**config.mk**
```make
export PLATFORM = sky130hd
export DESIGN_NAME = if_stage
export DESIGN_NICKNAME = d
export VERILOG_FILES = /design/src/rtl/if_stage_pkg.sv /design/src/rtl/if_stage_pc_reg.sv /design/src/rtl/if_stage.sv
export SDC_FILE = /design/constraint.sdc
export NUM_CORES = 1
export LEC_CHECK = 0
export CORE_MARGIN = 4
export CORE_UTILIZATION = 30
export DETAILED_ROUTE_END_ITERATION = 16
export PLACE_DENSITY = 0.51
export REMOVE_ABC_BUFFERS = 1
export SYNTH_ARGS = -nofsm -noshare
export SYNTH_HDL_FRONTEND = slang
export SYNTH_HIERARCHICAL = 1
export SYNTH_SLANG_ARGS = --single-unit
```
**constraint.sdc**
```tcl
create_clock -name clk -period 4.1 [get_ports clk]
set_input_delay 0.82 -clock clk [delete_from_list [all_inputs] [get_ports clk]]
set_output_delay 0.82 -clock clk [all_outputs]
set_load 0.02 [all_outputs]
```
**src/rtl/if_stage_pkg.sv**
```systemverilog
// Shared constants and FSM state type for the instruction-fetch stage.
package if_stage_pkg;
  localparam int unsigned       INST_W           = 32;
  localparam logic [31:0]       PC_RESET_DEFAULT = 32'h0000_0000;
  localparam logic [INST_W-1:0] NOP_INST         = 32'h0000_0013;

  typedef enum logic [1:0] {
    ST_IDLE = 2'd0,
    ST_WAIT = 2'd1,
    ST_FULL = 2'd2
  } if_state_e;
endpackage

```
**src/rtl/if_stage_pc_reg.sv**
```systemverilog
// Next-fetch program counter: redirect target (word-aligned) or sequential increment.
module if_stage_pc_reg
  import if_stage_pkg::*;
#(
  parameter logic [31:0] PC_RESET = PC_RESET_DEFAULT
) (
  input  logic        clk,
  input  logic        rst_n,
  input  logic        redirect_valid_i,
  input  logic [31:0] redirect_pc_i,
  input  logic        seq_load_i,
  input  logic [31:0] seq_base_i,
  output logic [31:0] pc_o,
  output logic [31:0] pc_next_o
);
  logic [31:0] pc_q, pc_d;
  logic [1:0]  unused_redirect_lsbs;

  assign unused_redirect_lsbs = redirect_pc_i[1:0];

  always_comb begin
    pc_d = pc_q;
    if (redirect_valid_i)  pc_d = {redirect_pc_i[31:2], 2'b00};
    else if (seq_load_i)   pc_d = seq_base_i + 32'd4;
  end

  always_ff @(posedge clk or negedge rst_n) begin
    if (!rst_n) pc_q <= PC_RESET;
    else        pc_q <= pc_d;
  end

  assign pc_o      = pc_q;
  assign pc_next_o = pc_d;
endmodule

```
**src/rtl/if_stage.sv**
```systemverilog
// Instruction fetch: one outstanding imem request, one-entry buffer toward decode,
// redirects squash the buffer or kill the in-flight response.
module if_stage
  import if_stage_pkg::*;
#(
  parameter logic [31:0] PC_RESET = PC_RESET_DEFAULT
) (
  input  logic              clk,
  input  logic              rst_n,
  output logic              imem_req,
  output logic [31:0]       imem_addr,
  input  logic              imem_ack,
  input  logic [INST_W-1:0] imem_rdata,
  input  logic              redirect_valid,
  input  logic [31:0]       redirect_pc,
  output logic [INST_W-1:0] inst,
  output logic [31:0]       inst_pc,
  output logic [31:0]       pc_plus4,
  output logic              inst_valid,
  input  logic              inst_ready
);
  if_stage_pkg::if_state_e state_q, state_d;
  logic [31:0]       fetch_addr_q, fetch_addr_d;
  logic              kill_q, kill_d;
  logic [INST_W-1:0] inst_q, inst_d;
  logic [31:0]       inst_pc_q, inst_pc_d;
  logic              inst_valid_q, inst_valid_d;
  logic              seq_load;
  logic [31:0]       pc, pc_next;

  if_stage_pc_reg #(.PC_RESET(PC_RESET)) u_pc_reg (
    .clk              (clk),
    .rst_n            (rst_n),
    .redirect_valid_i (redirect_valid),
    .redirect_pc_i    (redirect_pc),
    .seq_load_i       (seq_load),
    .seq_base_i       (fetch_addr_q),
    .pc_o             (pc),
    .pc_next_o        (pc_next)
  );

  always_comb begin
    state_d      = state_q;
    fetch_addr_d = fetch_addr_q;
    kill_d       = kill_q;
    inst_d       = inst_q;
    inst_pc_d    = inst_pc_q;
    inst_valid_d = inst_valid_q;
    seq_load     = 1'b0;
    unique case (state_q)
      ST_IDLE: begin
        // Use the post-redirect pc so a same-cycle redirect is not fetched down the stale path.
        fetch_addr_d = redirect_valid ? pc_next : pc;
        state_d      = ST_WAIT;
      end
      ST_WAIT: begin
        if (imem_ack) begin
          if (kill_q || redirect_valid) begin
            kill_d  = 1'b0;
            state_d = ST_IDLE;
          end else begin
            inst_d       = imem_rdata;
            inst_pc_d    = fetch_addr_q;
            inst_valid_d = 1'b1;
            seq_load     = 1'b1;
            state_d      = ST_FULL;
          end
        end else if (redirect_valid) begin
          kill_d = 1'b1;
        end
      end
      ST_FULL: begin
        if (redirect_valid || inst_ready) begin
          inst_valid_d = 1'b0;
          state_d      = ST_IDLE;
        end
      end
      default: state_d = ST_IDLE;
    endcase
  end

  always_ff @(posedge clk or negedge rst_n) begin
    if (!rst_n) begin
      state_q      <= ST_IDLE;
      fetch_addr_q <= PC_RESET;
      kill_q       <= 1'b0;
      inst_q       <= NOP_INST;
      inst_pc_q    <= PC_RESET;
      inst_valid_q <= 1'b0;
    end else begin
      state_q      <= state_d;
      fetch_addr_q <= fetch_addr_d;
      kill_q       <= kill_d;
      inst_q       <= inst_d;
      inst_pc_q    <= inst_pc_d;
      inst_valid_q <= inst_valid_d;
    end
  end

  assign imem_req   = (state_q == ST_WAIT);
  assign imem_addr  = fetch_addr_q;
  assign inst       = inst_q;
  assign inst_pc    = inst_pc_q;
  assign inst_valid = inst_valid_q;
  assign pc_plus4   = inst_pc_q + 32'd4;
endmodule

```
After elaboration in Yosys (flattened, before gate mapping)

Cells that the tools add are included.
W data, S select, Z words.

Equality and inequality tests: 6
Reductions and logical operators: 9
Mux-type cells: 17
Bitwise gates (word level): 1
Add/subtract/negate cells: 2

Operators with widths:

| cell                    | count |
|---|---|
| $mux W32                | 3 |
| $add A32 B3 Y32 const B | 2 |
| $mux W1                 | 9 |
| $mux W2                 | 3 |
| $pmux W2 S3             | 1 |
| $reduce_and A3 Y1       | 2 |
| $ne A2 B1 Y1 const B    | 2 |
| $ne A2 B2 Y1 const B    | 2 |
| $reduce_and A4 Y1       | 1 |
| $reduce_bool A2 Y1      | 2 |
| $eq A2 B1 Y1 const B    | 1 |
| $eq A2 B2 Y1 const B    | 1 |
| $logic_not A2 Y1        | 1 |
| $logic_or A1 B1 Y1      | 2 |
| $pmux W1 S2             | 1 |
| $reduce_and A2 Y1       | 1 |
| $not A1 Y1              | 1 |

Bits of input ports: 69
Output and inout bits: 130
Word-level logic and storage cells: 42
Bits in registers: 132

Logic depth before layout (Yosys ltp)

Word-level depth: 7
Mapped depth: 13
Mapped depth without buffers: 9

Cells and area by module

The synthesis kept the hierarchy.

Modules (own cells, without submodules):

| module          | instances | area each (sq um) | sequential area each (sq um) | cells an instance |
|---|---|---|---|---|
| if_stage        | 1         | 4570.6            | 2506.2                       | 371 |
| if_stage_pc_reg | 1         | 1934.4            | 800.8                        | 205 |

Worst setup path after synthesis

No wires, ideal clock.

Kind: input port to flip-flop
Start: input port redirect_valid
End: register fetch_addr_q[30] (netlist: imem_addr[30])
Library setup time: 0.134 ns
Data required time: 3.966 ns
Arrival time: 2.536 ns
Stages: 11
Slack: 1.429 ns
Path buffers: 5
Cells stage by stage: buf_2 nor3_2 buf_4 buf_4 clkbuf_1 buf_1 nor3_1 a21oi_1 o31ai_2 mux2i_1 o21ai_0

Word-level cells in the longest chain between the ends: 7

Ends and longest elaborated chain:

| what                   | RTL line              | text |
|---|---|---|
| start: declaration     | if_stage.sv:14        | `input logic redirect_valid,` |
| $logic_or A1 B1 Y1     | if_stage.sv:58        | `if (kill_q \|\| redirect_valid) begin` |
| $mux W1                | if_stage.sv:58        |  |
| $mux W1                | if_stage.sv:57        | `if (imem_ack) begin` |
| $mux W1                | if_stage.sv:50        | `unique case (state_q)` |
| named net seq_load     | if_stage.sv:28        | `logic seq_load;` |
| $mux W32               | if_stage_pc_reg.sv:24 | `else if (seq_load_i) pc_d = seq_base_i + 32'd4;` |
| $mux W32               | if_stage_pc_reg.sv:23 | `if (redirect_valid_i) pc_d = {redirect_pc_i[31:2], 2'b00};` |
| named net pc_next[30]  | if_stage.sv:29        | `logic [31:0] pc, pc_next;` |
| $mux W32               | if_stage.sv:53        | `fetch_addr_d = redirect_valid ? pc_next : pc;` |
| end signal: assignment | if_stage.sv:92        | `fetch_addr_q <= fetch_addr_d;` |
| end: declaration       | if_stage.sv:23        | `logic [31:0] fetch_addr_q, fetch_addr_d;` |

The timed path passes the listed nets, and every way through them passes these cells.
A chain may end at the register's enable or synchronous reset.

Worst setup path after layout

Start: register inst_pc_q[2] (netlist: inst_pc[2])
End: output port pc_plus4[26]

Word-level cells in the longest chain between the ends: 1

Ends and longest elaborated chain:

| what                     | RTL line        | text |
|---|---|---|
| start: declaration       | if_stage.sv:26  | `logic [31:0] inst_pc_q, inst_pc_d;` |
| start signal: assignment | if_stage.sv:95  | `inst_pc_q <= inst_pc_d;` |
| $add A32 B3 Y32          | if_stage.sv:105 | `assign pc_plus4 = inst_pc_q + 32'd4;` |
| end: declaration         | if_stage.sv:18  | `output logic [31:0] pc_plus4,` |

No other way between the ends.

==> results_tabular.tex <==
\begin{tabular}{lr}
\hline
Metric & Value \\
\hline
\multicolumn{2}{l}{\textbf{Status}} \\
\quad Outcome & completed \\
\multicolumn{2}{l}{\textbf{Hold path}} \\
\quad Type of the worst min-delay path & in -> async \\
\multicolumn{2}{l}{\textbf{Clock tree}} \\
\quad Clock transition at the registers of the reported paths & $\sim$0.06 ns \\
\quad TritonCTS Sinks & 132 \\
\quad Clock root buffer & sky130\_fd\_sc\_hd\_\_clkbuf\_16 \\
\quad Resized cells post-CTS & 0 \\
\quad CTS tree & done \\
\quad Count of H-tree levels built during CTS & 4 \\
\quad Setup fix buffers added after clock tree synthesis & 0 \\
\quad Total CTS buffers & 17 \\
\quad Later-pin clock latency in the skew report & $\sim$0.42 ns \\
\quad Hold-fix buffers at CTS & 0 \\
\quad Max clock buf depth & 2 \\
\multicolumn{2}{l}{\textbf{Routing}} \\
\quad DR DRC count & 0 \\
\quad Drt pass-1 iters & 7 \\
\quad Detailed route wirelength on metal2 & just over 9000 um \\
\quad Number of nets still failing antenna checks after routing & 0 \\
\quad Average routed wire per standard cell & 18.0 um \\
\quad Number of DRC markers in iteration 0 & 202 \\
\quad Met1 layer wirelength in the final routing & about 8400 um \\
\quad Routed WL & roughly 19000 um \\
\quad Top layer used by detailed routing & met4 \\
\quad Sum of met3 wire segment lengths after detailed routing & approximately 1100 um \\
\quad Routed vias & about 5100 \\
\quad Detailed-route vias per instance & 4.82 \\
\multicolumn{2}{l}{\textbf{Place}} \\
\quad DP Area & 8730 um2 \\
\quad IO buf count & $\sim$200 \\
\quad Half-perimeter wire length after placement & 13600 um \\
\quad Final Wtd Congestion & between 0.7 and 0.8 \\
\multicolumn{2}{l}{\textbf{Synthesis}} \\
\quad Average footprint of a synthesized cell & about 11 um2 \\
\quad Most area-hungry cell type in the Yosys netlist & sky130\_fd\_sc\_hd\_\_dfrtp\_1 \\
\quad Sequential-to-total area share from yosys stat & 0.508 \\
\quad Synth Instances & 576 \\
\quad Flip-flop and latch count after synthesis & 132 \\
\quad Mapped Area & $\sim$6500 um2 \\
\quad Count of synthesis-stage warnings from yosys & 6 \\
\quad Top cell type's share of synthesized area & 0.496 \\
\quad Top area cells in the synthesized netlist & sky130\_fd\_sc\_hd\_\_dfrtp\_1 50\%, sky130\_fd\_sc\_hd\_\_mux2\_2 6.4\%, sky130\_fd\_sc\_hd\_\_mux2i\_1 6.3\%, sky130\_fd\_sc\_hd\_\_mux2\_1 4.7\%, sky130\_fd\_sc\_hd\_\_o21ai\_0 4.0\% \\
\quad Library cells used by synthesis & 46 \\
\multicolumn{2}{l}{\textbf{Global routing}} \\
\quad Pin count of the biggest net entering global routing & 84 \\
\quad Residual overflow from global routing & 0 \\
\quad Overall routing resource usage & 0.161 \\
\quad First-pass GRT wire length & 30400 um \\
\quad Via count of the first global-routing pass & 5251 \\
\quad Number of antenna violations at the first check in global routing & 0 \\
\multicolumn{2}{l}{\textbf{Worst setup path}} \\
\quad Category of the worst setup path capture point & output pin \\
\quad Worst path cell trace & ha\_1 -> nand3\_1 -> nor4\_4 -> nand3\_1 -> xnor2\_1 -> clkdlybuf4s50\_1 \\
\quad Crit path launch type & flop \\
\quad Slowest Stage Delay on Critical Path & about 0.64 ns \\
\quad Kind of critical path & reg -> out \\
\quad Most frequent cell on the critical path & sky130\_fd\_sc\_hd\_\_nand3\_1 \\
\quad CP max stage cell & sky130\_fd\_sc\_hd\_\_nor4\_4 \\
\quad Category of cells accounting for the largest share of critical-path delay & simple AND/OR/NAND/NOR gates \\
\quad Crit path arrival time & just over 3 ns \\
\quad Sum of buffers and inverters on the critical path & 1 \\
\quad Maximum fanout along the worst path & 8 \\
\quad Worst path required time & 3.28 ns \\
\multicolumn{2}{l}{\textbf{Cells and area}} \\
\quad Area added between synthesis and finish & 44.0\% \\
\quad Share of post-route cells with drive strength above 1 & 0.128 \\
\quad Final net count & between 800 and 900 \\
\quad Core Util, Final & 0.443 \\
\quad Cell area after layout & 9370 um2 \\
\quad Antenna diode instance count & 0 \\
\multicolumn{2}{l}{\textbf{Die}} \\
\quad Die footprint & $\sim$24000 um2 \\
\quad Io pins & just under 200 \\
\quad DIE HEIGHT & $\sim$160 um \\
\quad Area of the core & roughly 21000 um2 \\
\quad Initial Utilization & 0.308 \\
\quad Width of the chip & between 150 and 200 um \\
\quad Number of cell rows & 53 \\
\multicolumn{2}{l}{\textbf{Power}} \\
\quad Maximum resistive drop on vdd & roughly 0.43 mV \\
\quad Power per unit of standard cell area & roughly 720 nW/um2 \\
\quad Leakage component of the power & 3.86 nW \\
\quad Overall power of the completed layout & roughly 6.8 mW \\
\multicolumn{2}{l}{\textbf{STA}} \\
\quad Unrepaired setup endpoints after global routing & false \\
\quad Post-layout min period & just under 4 ns \\
\quad Max-slew headroom & 0.455 \\
\quad Max Freq & between 0.2 and 0.3 GHz \\
\quad Clock skew after layout & around 0.015 ns \\
\quad Slew of the pin with the lowest slew margin & $\sim$0.82 ns \\
\quad Final hold vios & 0 \\
\quad Count of pins over their slew limit & 0 \\
\quad Setup TNS after final layout & 0 ns \\
\quad Number of setup violations in the final report & 0 \\
\quad Fin crit share & 0.944 \\
\multicolumn{2}{l}{\textbf{Job}} \\
\quad Number of maximum-capacitance violations & 0 \\
\hline
\end{tabular}
## synth_stat cells, drive strengths merged
master	instances
nand4	19
a311oi	1
o22a	1
mux2i	41
a21oi	4
nand3	26
xnor2	29
or2	2
o21ai	62
buf	18
nand2	60
nand2b	2
nor4b	1
xor2	26
ha	2
dfstp	3
nand3b	1
a21bo	1
a211oi	1
and3	7
nor2	18
dfrtp	129
mux2	64
a21o	2
inv	6
o31ai	1
and2b	1
nor4	6
and4	7
nor3	5
clkbuf	13
a22oi	17
## power breakdown
part / switching (mW) / total [mW] / internal [mW]
Combinational: 1.36 / 2.79 / 1.42
Clock: 0.579 / 1.63 / 1.05
Sequential: 0.577 / 2.34 / 1.76
Total: 2.52 / 6.76 / 4.24
## area by class of cell
type	instances	area, um2
Clock buffer	20	457
Timing Repair Buffer	206	2040
Tap cell	275	344
Multi-Input combinational cell	407	3020
Inverter	6	22.5
Fill cell	1987	11800
Clock inverter	12	178
Sequential cell	132	3310
## through the flow
step / cells / setup WS (ns) / hold WS [ns]
6_report: 1058 / 0.231 / 0.453
5_1_grt: 1058 / 0.0541 / 0.485
4_1_cts: 1058 / 0.204 / 0.457
3_5_place_dp: 1026 / 0.659 / 0.450
3_3_place_gp: 1026 / 0.735 / 0.443
2_1_floorplan: 545 / -2.05 / 0.429
## logic make-up after synthesis
group                      count (synthesis)  synth area share
AOI/OAI and AO/OA                         90            0.0800
xor gates and xnor gates                  55            0.0741
adders and majority gates                  2           0.00385
buffers and inverters                     37            0.0277
DFF                                      132             0.508
muxes                                    105             0.174
and+or+nand+nor                          155             0.132
## final timing paths
kind                                              from                         to  slack [ns]  cells past startpoint
worst max-delay path            inst_pc[2]$_DFFE_PN0P_               pc_plus4[26]        0.23                      6
worst min-delay path                             rst_n  imem_addr[25]$_DFFE_PN0P_        0.45                      1
worst max register to register  state_q[1]$_DFFE_PN0P_       inst[16]$_DFFE_PN0P_        1.65                      6
worst min register to register  state_q[1]$_DFFE_PN0P_     state_q[0]$_DFFE_PN0P_        0.45                      1
max in group asynchronous                        rst_n        inst[0]$_DFFE_PN1P_        2.72                      2
min in group clk                state_q[1]$_DFFE_PN0P_     state_q[0]$_DFFE_PN0P_        0.45                      1
## state kept, by name, indices dropped and copies added (netlist names)
name,flops
inst_pc,32
inst,32
u_pc_reg/pc_o,32
state_q,2
inst_valid,1
imem_addr,32
kill_q,1
## cell usage in the layout, fill, tap and decap left out, drive strengths merged, types with 5 or more instances in the layout
cell           Yosys  final
a22oi             17     17
nand4             19     19
mux2              64     64
buf               18     12
nand3             26     26
and4               7      7
mux2i             41     41
nor4               6      6
nor3               5      5
and3               7      7
clkbuf            13     20
o21ai             62     62
nor2              18     18
dfrtp            129    129
inv                6      7
xnor2             29     29
clkdlybuf4s50      0    194
xor2              26     26
nand2             60     60
## layer usage
| layer | vias to the layer above | track usage |
|---|---|---|
| li1 | 2454 | - |
| met1 | 2495 | 0.214 |
| met2 | 131 | 0.255 |
| met3 | 16 | 0.0401 |
| met4 | 0 | 0.0571 |
| met5 | - | 0 |
Note: power is estimated with default switching activity, not from simulation.
